### config.mk
export PLATFORM = sky130hd
export DESIGN_NAME = actuator_bridge
export DESIGN_NICKNAME = d
export VERILOG_FILES = /design/src/rtl/actuator_pkg.sv /design/src/rtl/sync_ff.sv /design/src/rtl/actuator_bridge.sv
export SDC_FILE = /design/constraint.sdc
export NUM_CORES = 1
export LEC_CHECK = 0
export CORE_MARGIN = 4
export CORE_UTILIZATION = 54
export CTS_BUF_LIST = sky130_fd_sc_hd__clkbuf_16
export DETAILED_ROUTE_END_ITERATION = 6
export PLACE_DENSITY = 0.77
export SYNTH_ARGS = -nofsm -noshare
export SYNTH_HDL_FRONTEND = slang
export SYNTH_SLANG_ARGS = --single-unit
### constraint.sdc
create_clock -name clk -period 2 [get_ports clk]
set_input_delay 0.2 -clock clk [delete_from_list [all_inputs] [get_ports clk]]
set_output_delay 0.2 -clock clk [all_outputs]
set_load 0.03 [all_outputs]
### src/rtl/actuator_pkg.sv
`default_nettype none
// ============================================================================
// Module      : actuator_pkg
// Description : Shared types and constants for the actuator H-bridge stage
//               and the status display logic that decodes its state.
// Revision    : 1.0 - initial release
// ============================================================================
package actuator_pkg;

    // Bridge FSM states; encodings are visible on the status port.
    typedef enum logic [2:0] {
        ST_COAST = 3'd0,
        ST_DEAD  = 3'd1,
        ST_EXT   = 3'd2,
        ST_RET   = 3'd3,
        ST_FAULT = 3'd4
    } act_state_e;

    // Meaning of the dir request input.
    localparam logic DIR_EXTEND  = 1'b1;
    localparam logic DIR_RETRACT = 1'b0;

    // Width of the dead-time down-counter (covers DEAD_CYCLES up to 65535).
    localparam int CNT_W = 16;

endpackage : actuator_pkg
`default_nettype wire

### src/rtl/sync_ff.sv
`default_nettype none
// ============================================================================
// Module      : sync_ff
// Description : N-stage flop synchroniser for asynchronous input pins.
//               Asynchronous active-low reset clears every stage.
// Revision    : 1.0 - initial release
// ============================================================================
module sync_ff #(
    parameter int STAGES = 2,
    parameter int WIDTH  = 1
) (
    input  logic             clk,
    input  logic             rst_n,
    input  logic [WIDTH-1:0] d,
    output logic [WIDTH-1:0] q
);

    logic [STAGES-1:0][WIDTH-1:0] sync_q;
    logic [STAGES-1:0][WIDTH-1:0] sync_d;

    // Shift the raw pin in at stage 0 and advance every stage by one.
    always_comb begin
        sync_d[0] = d;
        for (int i = 1; i < STAGES; i++) begin
            sync_d[i] = sync_q[i-1];
        end
    end

    // Synchroniser chain registers.
    always_ff @(posedge clk or negedge rst_n) begin
        if (!rst_n) begin
            sync_q <= '0;
        end else begin
            sync_q <= sync_d;
        end
    end

    assign q = sync_q[STAGES-1];

endmodule : sync_ff
`default_nettype wire

### src/rtl/actuator_bridge.sv
`default_nettype none
// ============================================================================
// Module      : actuator_bridge
// Description : H-bridge gate control. Steers the PWM stream onto bridge
//               input A (extend) or B (retract), forces dead-time between
//               drive states, honours end-of-travel limits and latches a
//               fault when both limits read active together.
// Revision    : 1.0 - initial release
// ============================================================================
module actuator_bridge
    import actuator_pkg::*;
#(
    parameter int DEAD_CYCLES = 100,
    parameter int SYNC_STAGES = 2
) (
    input  logic       clk,
    input  logic       reset,
    input  logic       en,
    input  logic       dir,
    input  logic       pwm_in,
    input  logic       lim_ext,
    input  logic       lim_ret,
    output logic       in_a,
    output logic       in_b,
    output logic [2:0] state,
    output logic       fault
);

    localparam logic [CNT_W-1:0] c_DEAD_LOAD = CNT_W'(DEAD_CYCLES - 1);
    localparam logic [CNT_W-1:0] c_ONE       = CNT_W'(1);

    logic              le_s;
    logic              lr_s;
    logic              fault_cond;
    logic              ext_ok;
    logic              ret_ok;

    act_state_e        state_q;
    act_state_e        state_d;
    logic [CNT_W-1:0]  cnt_q;
    logic [CNT_W-1:0]  cnt_d;
    logic              in_a_q;
    logic              in_a_d;
    logic              in_b_q;
    logic              in_b_d;

    sync_ff #(
        .STAGES (SYNC_STAGES),
        .WIDTH  (1)
    ) u_sync_ext (
        .clk    (clk),
        .rst_n  (reset),
        .d      (lim_ext),
        .q      (le_s)
    );

    sync_ff #(
        .STAGES (SYNC_STAGES),
        .WIDTH  (1)
    ) u_sync_ret (
        .clk    (clk),
        .rst_n  (reset),
        .d      (lim_ret),
        .q      (lr_s)
    );

    // A direction is only drivable when enabled and its end-stop is clear.
    assign fault_cond = le_s & lr_s;
    assign ext_ok     = en & (dir == DIR_EXTEND)  & ~le_s;
    assign ret_ok     = en & (dir == DIR_RETRACT) & ~lr_s;

    // Next-state, dead counter and gated PWM outputs; fault overrides all.
    always_comb begin
        state_d = state_q;
        cnt_d   = '0;

        if (fault_cond) begin
            state_d = ST_FAULT;
        end else begin
            case (state_q)
                ST_COAST: begin
                    if (ext_ok || ret_ok) begin
                        state_d = ST_DEAD;
                    end
                end
                ST_DEAD: begin
                    // Direction is chosen only when the count expires.
                    if (cnt_q == '0) begin
                        if (ext_ok) begin
                            state_d = ST_EXT;
                        end else if (ret_ok) begin
                            state_d = ST_RET;
                        end else begin
                            state_d = ST_COAST;
                        end
                    end
                end
                ST_EXT: begin
                    if (!ext_ok) begin
                        state_d = ST_DEAD;
                    end
                end
                ST_RET: begin
                    if (!ret_ok) begin
                        state_d = ST_DEAD;
                    end
                end
                ST_FAULT: begin
                    if (!en) begin
                        state_d = ST_COAST;
                    end
                end
                default: begin
                    state_d = ST_COAST;
                end
            endcase
        end

        // Load on entry to DEAD, count down while staying; DEAD never
        // persists past zero, so the decrement cannot wrap.
        if (state_d == ST_DEAD) begin
            if (state_q != ST_DEAD) begin
                cnt_d = c_DEAD_LOAD;
            end else begin
                cnt_d = cnt_q - c_ONE;
            end
        end

        in_a_d = (state_d == ST_EXT) & pwm_in;
        in_b_d = (state_d == ST_RET) & pwm_in;
    end

    // FSM, counter and output registers.
    always_ff @(posedge clk or negedge reset) begin
        if (!reset) begin
            state_q <= ST_COAST;
            cnt_q   <= '0;
            in_a_q  <= 1'b0;
            in_b_q  <= 1'b0;
        end else begin
            state_q <= state_d;
            cnt_q   <= cnt_d;
            in_a_q  <= in_a_d;
            in_b_q  <= in_b_d;
        end
    end

    assign in_a  = in_a_q;
    assign in_b  = in_b_q;
    assign state = state_q;
    assign fault = (state_q == ST_FAULT);

endmodule : actuator_bridge
`default_nettype wire

==> results.json <==
{
  "outcome": "completed",
  "netlist_instances": 110,
  "worstMarginPinSlew_ns": 0.506,
  "synth_compound_area_share_pct": 10.3,
  "yosysTopAreaCell": "dfrtp_1",
  "place_inst": 151,
  "pin_count": 13,
  "synth_area_sq_um": 1210,
  "num_rows": 16,
  "dieArea_sq_um": 3060,
  "portBuffers": 12,
  "drive_above_1_share_pct": 12.4,
  "drt-initial-drc-count": 10,
  "instances_no_fill": 156,
  "drv_cap": 0,
  "yosysTopAreaCellShare_pct": 51.7,
  "power_mw": 1.52,
  "clock_latency_ns": 0.26,
  "final_net_count": 139,
  "yosysSeqAreaShare_pct": 51.7,
  "swShare_pct": 32.3,
  "ys_types": 33,
  "arrival_ns": 2.05,
  "first_pass_iters": 4,
  "worstSetupPathType": "reg2reg",
  "cp-start-kind": "flip-flop",
  "finalWeightedCongestion": 0.824,
  "rsz0062_at_grt": "false",
  "clkTransAtPathRegs_ns": 0.06,
  "initial_core_util_pct": 59.3,
  "clockBufferDepth": 2,
  "cp_data_required_time_ns": 2.20,
  "place_hpwl_um": 1760,
  "stdcell_area_sq_um": 1480,
  "slew_headroom_pct": 66.0,
  "grt_first_pass_wirelength_um": 4380,
  "slew_violations": 0,
  "synth_adder_area_share_pct": 2.07,
  "grt_pass1_vias": 964,
  "timing.fmax_ghz": 0.541,
  "grt.total_usage_pct": 17.9,
  "period_share_pct": 92.4,
  "place_area_sq_um": 1390,
  "hold_class": "in2async",
  "critPathMaxStageDelay_ns": 0.42,
  "setup_viol": 0,
  "muxShareOfSynthArea_pct": 0,
  "area_growth_syn_to_layout_pct": 22.1,
  "die_h_um": 55.4,
  "yosysWarnings": 0,
  "avgSynthCellArea_sq_um": 11.0,
  "worst_path_max_delay_cell": "dfrtp_1",
  "p_leak_nw": 0.697,
  "via_per_inst": 5.77,
  "finalWorstSetupSlack_ns": 0.151,
  "via_count": 900,
  "preCtsSetupSlack_ns": 0.0491,
  "grt-ovfl-total": 0,
  "combinationalPowerShare_pct": 31.8,
  "core_area_sq_um": 2040,
  "synth_xor_area_share_pct": 9.40,
  "fin_util_pct": 72.4,
  "ys_top_cells_by_count": "dfrtp_1 (25), nor2_1 (17), xor2_1 (11), nand2_1 (5)",
  "synthSimpleGateAreaFrac_pct": 24.9,
  "ant_nets": 0,
  "ys_async_sr_fraction_pct": 100,
  "yosysMostFrequentCell": "dfrtp_1",
  "numCtsBuffers": 3,
  "internal_power_mw": 1.03,
  "syn_nets": 119,
  "grt_max_degree": 26,
  "wirelength_um": 2360,
  "path_cells": "inv_1, ha_1, nor3b_1, nand4_1, a2bb2oi_2, o2111a_1",
  "fin_worst_skew_ns": 0.00452,
  "path_max_fanout": 7,
  "detail_route.wl_per_cell_um": 15.1,
  "vdd_drop_max_mv": 0.702,
  "setup_tns_ns": 0,
  "cts_sinks": 25,
  "die_w_um": 55.4,
  "post-route-min-period_ns": 1.85,
  "ctsRootBufferMaster": "clkbuf_16",
  "ctsHoldBuffers": 0,
  "diodes": 0,
  "synth_edf_count": 0,
  "cts_tree": "yes",
  "synth_top_family_by_area": "simple AND/OR/NAND/NOR gates",
  "hold_ws_ns": 0.292,
  "drc_errors": 0,
  "h-tree-depth": 1,
  "ys_ff_latch": 25,
  "power_frac_clock_pct": 29.4,
  "final-hold-violation-count": 0,
  "antenna_found_initial": 0,
  "p_seq_share_pct": 38.8,
  "switchingPower_uw": 491,
  "p_per_area_nw_per_um2": 1030,
  "synth_top_flop_cell": "dfrtp_1",
  "crit_path_end_kind": "flip-flop",
  "synth_area_leaders": "dfrtp_1 (52%), xor2_1 (8.0%), nor2_1 (5.3%)"
}
-- cell usage in the layout (no fill, tap or decap), types with 2 or more instances in the layout --
master           synthesis  routed
xnor2_1                  2       2
dfrtp_1                 25      25
xor2_1                  11      11
ha_1                     2       2
nor3_1                   2       2
clkdlybuf4s50_1          0      11
nand3_1                  3       3
clkbuf_16                0       3
nand4_1                  4       4
nor4_1                   2       2
a21oi_1                  4       4
nand2_1                  5       5
nor2_1                  17      17
inv_1                    3       3
nor3b_1                  3       3
a2111oi_0                3       3
nand3b_1                 3       3
buf_4                    0       5
nor2b_1                  3       3
o31ai_1                  2       2
-- kinds of logic (layout without fill, tap and decap cells) --
| kind of cell | count (synthesis) | in the layout |
|---|---|---|
| and+or+nand+nor | 50 | 50 |
| DFF | 25 | 25 |
| AOI/OAI and AO/OA | 15 | 15 |
| xor gates and xnor gates | 13 | 13 |
| buffers and inverters | 5 | 24 |
| adders and majority gates | 2 | 2 |
-- final timing paths --
kind / startpoint / end / slack [ns] / depth (start not counted)
setup / recovery: cnt_q[0] / in_a / 0.15 / 6
hold / removal: reset / cnt_q[15] / 0.29 / 2
setup reg to reg: cnt_q[0] / in_a / 0.15 / 6
hold reg to reg: u_sync_ret.sync_d[1] / u_sync_ret.q / 0.35 / 0
max in group asynchronous: reset / cnt_q[12] / 1.46 / 2
min in group clk: u_sync_ret.sync_d[1] / u_sync_ret.q / 0.35 / 0
-- power groups by stage --
stage / registers, mW / logic [mW] / clock network, mW
final: 0.589 / 0.483 / 0.446
after CTS: 0.589 / 0.482 / 0.453
after global placement: 0.595 / 0.460 / 0
after detailed placement: 0.598 / 0.474 / 0
after global routing: 0.595 / 0.542 / 0.479
after floorplan: 0.600 / 0.339 / 0
-- sequential cells by signal, indices dropped and copies added, names as in the netlist --
register and flops:
u_sync_ret.sync_d 1, in_a 1, u_sync_ret.q 1, in_b 1
state 3, cnt_q 16, u_sync_ext.sync_d 1, u_sync_ext.q 1
-- routing by layer --
layer  vias to the layer above  track usage, %  routed length [um]
met5                         -               0                   0
met1                       450            23.4                1120
met4                         0            7.29                  34
li1                        433               -                   -
met2                        11            28.0                1140
met3                         6            4.66                  69
-- layout make-up --
class / count / area [sq um]
well taps: 27 / 33.8
flip-flops and latches: 25 / 626
multi-input cells: 80 / 566
fillers: 156 / 563
repair buffers: 17 / 160
inverters: 3 / 11.3
clock inverters: 1 / 7.51
clock buffers: 3 / 75.1
-- timing repair --
action,4_1_cts,5_1_grt
gates resized for setup,0,1
setup buffers,0,1
setup endpoints to repair,0,13
-- critical path: cells and delay by family, from the launching register on --
| kind | cells | cell delay (ns) |
|---|---|---|
| adder cells (fa/ha/maj) | 1 | 0.16 |
| buffers and inverters | 1 | 0.11 |
| AND/OR/NAND/NOR | 2 | 0.46 |
| AO/OA/AOI/OAI | 2 | 0.63 |
| flip-flops | 1 | 0.42 |
(Power assumes the default switching activity.)
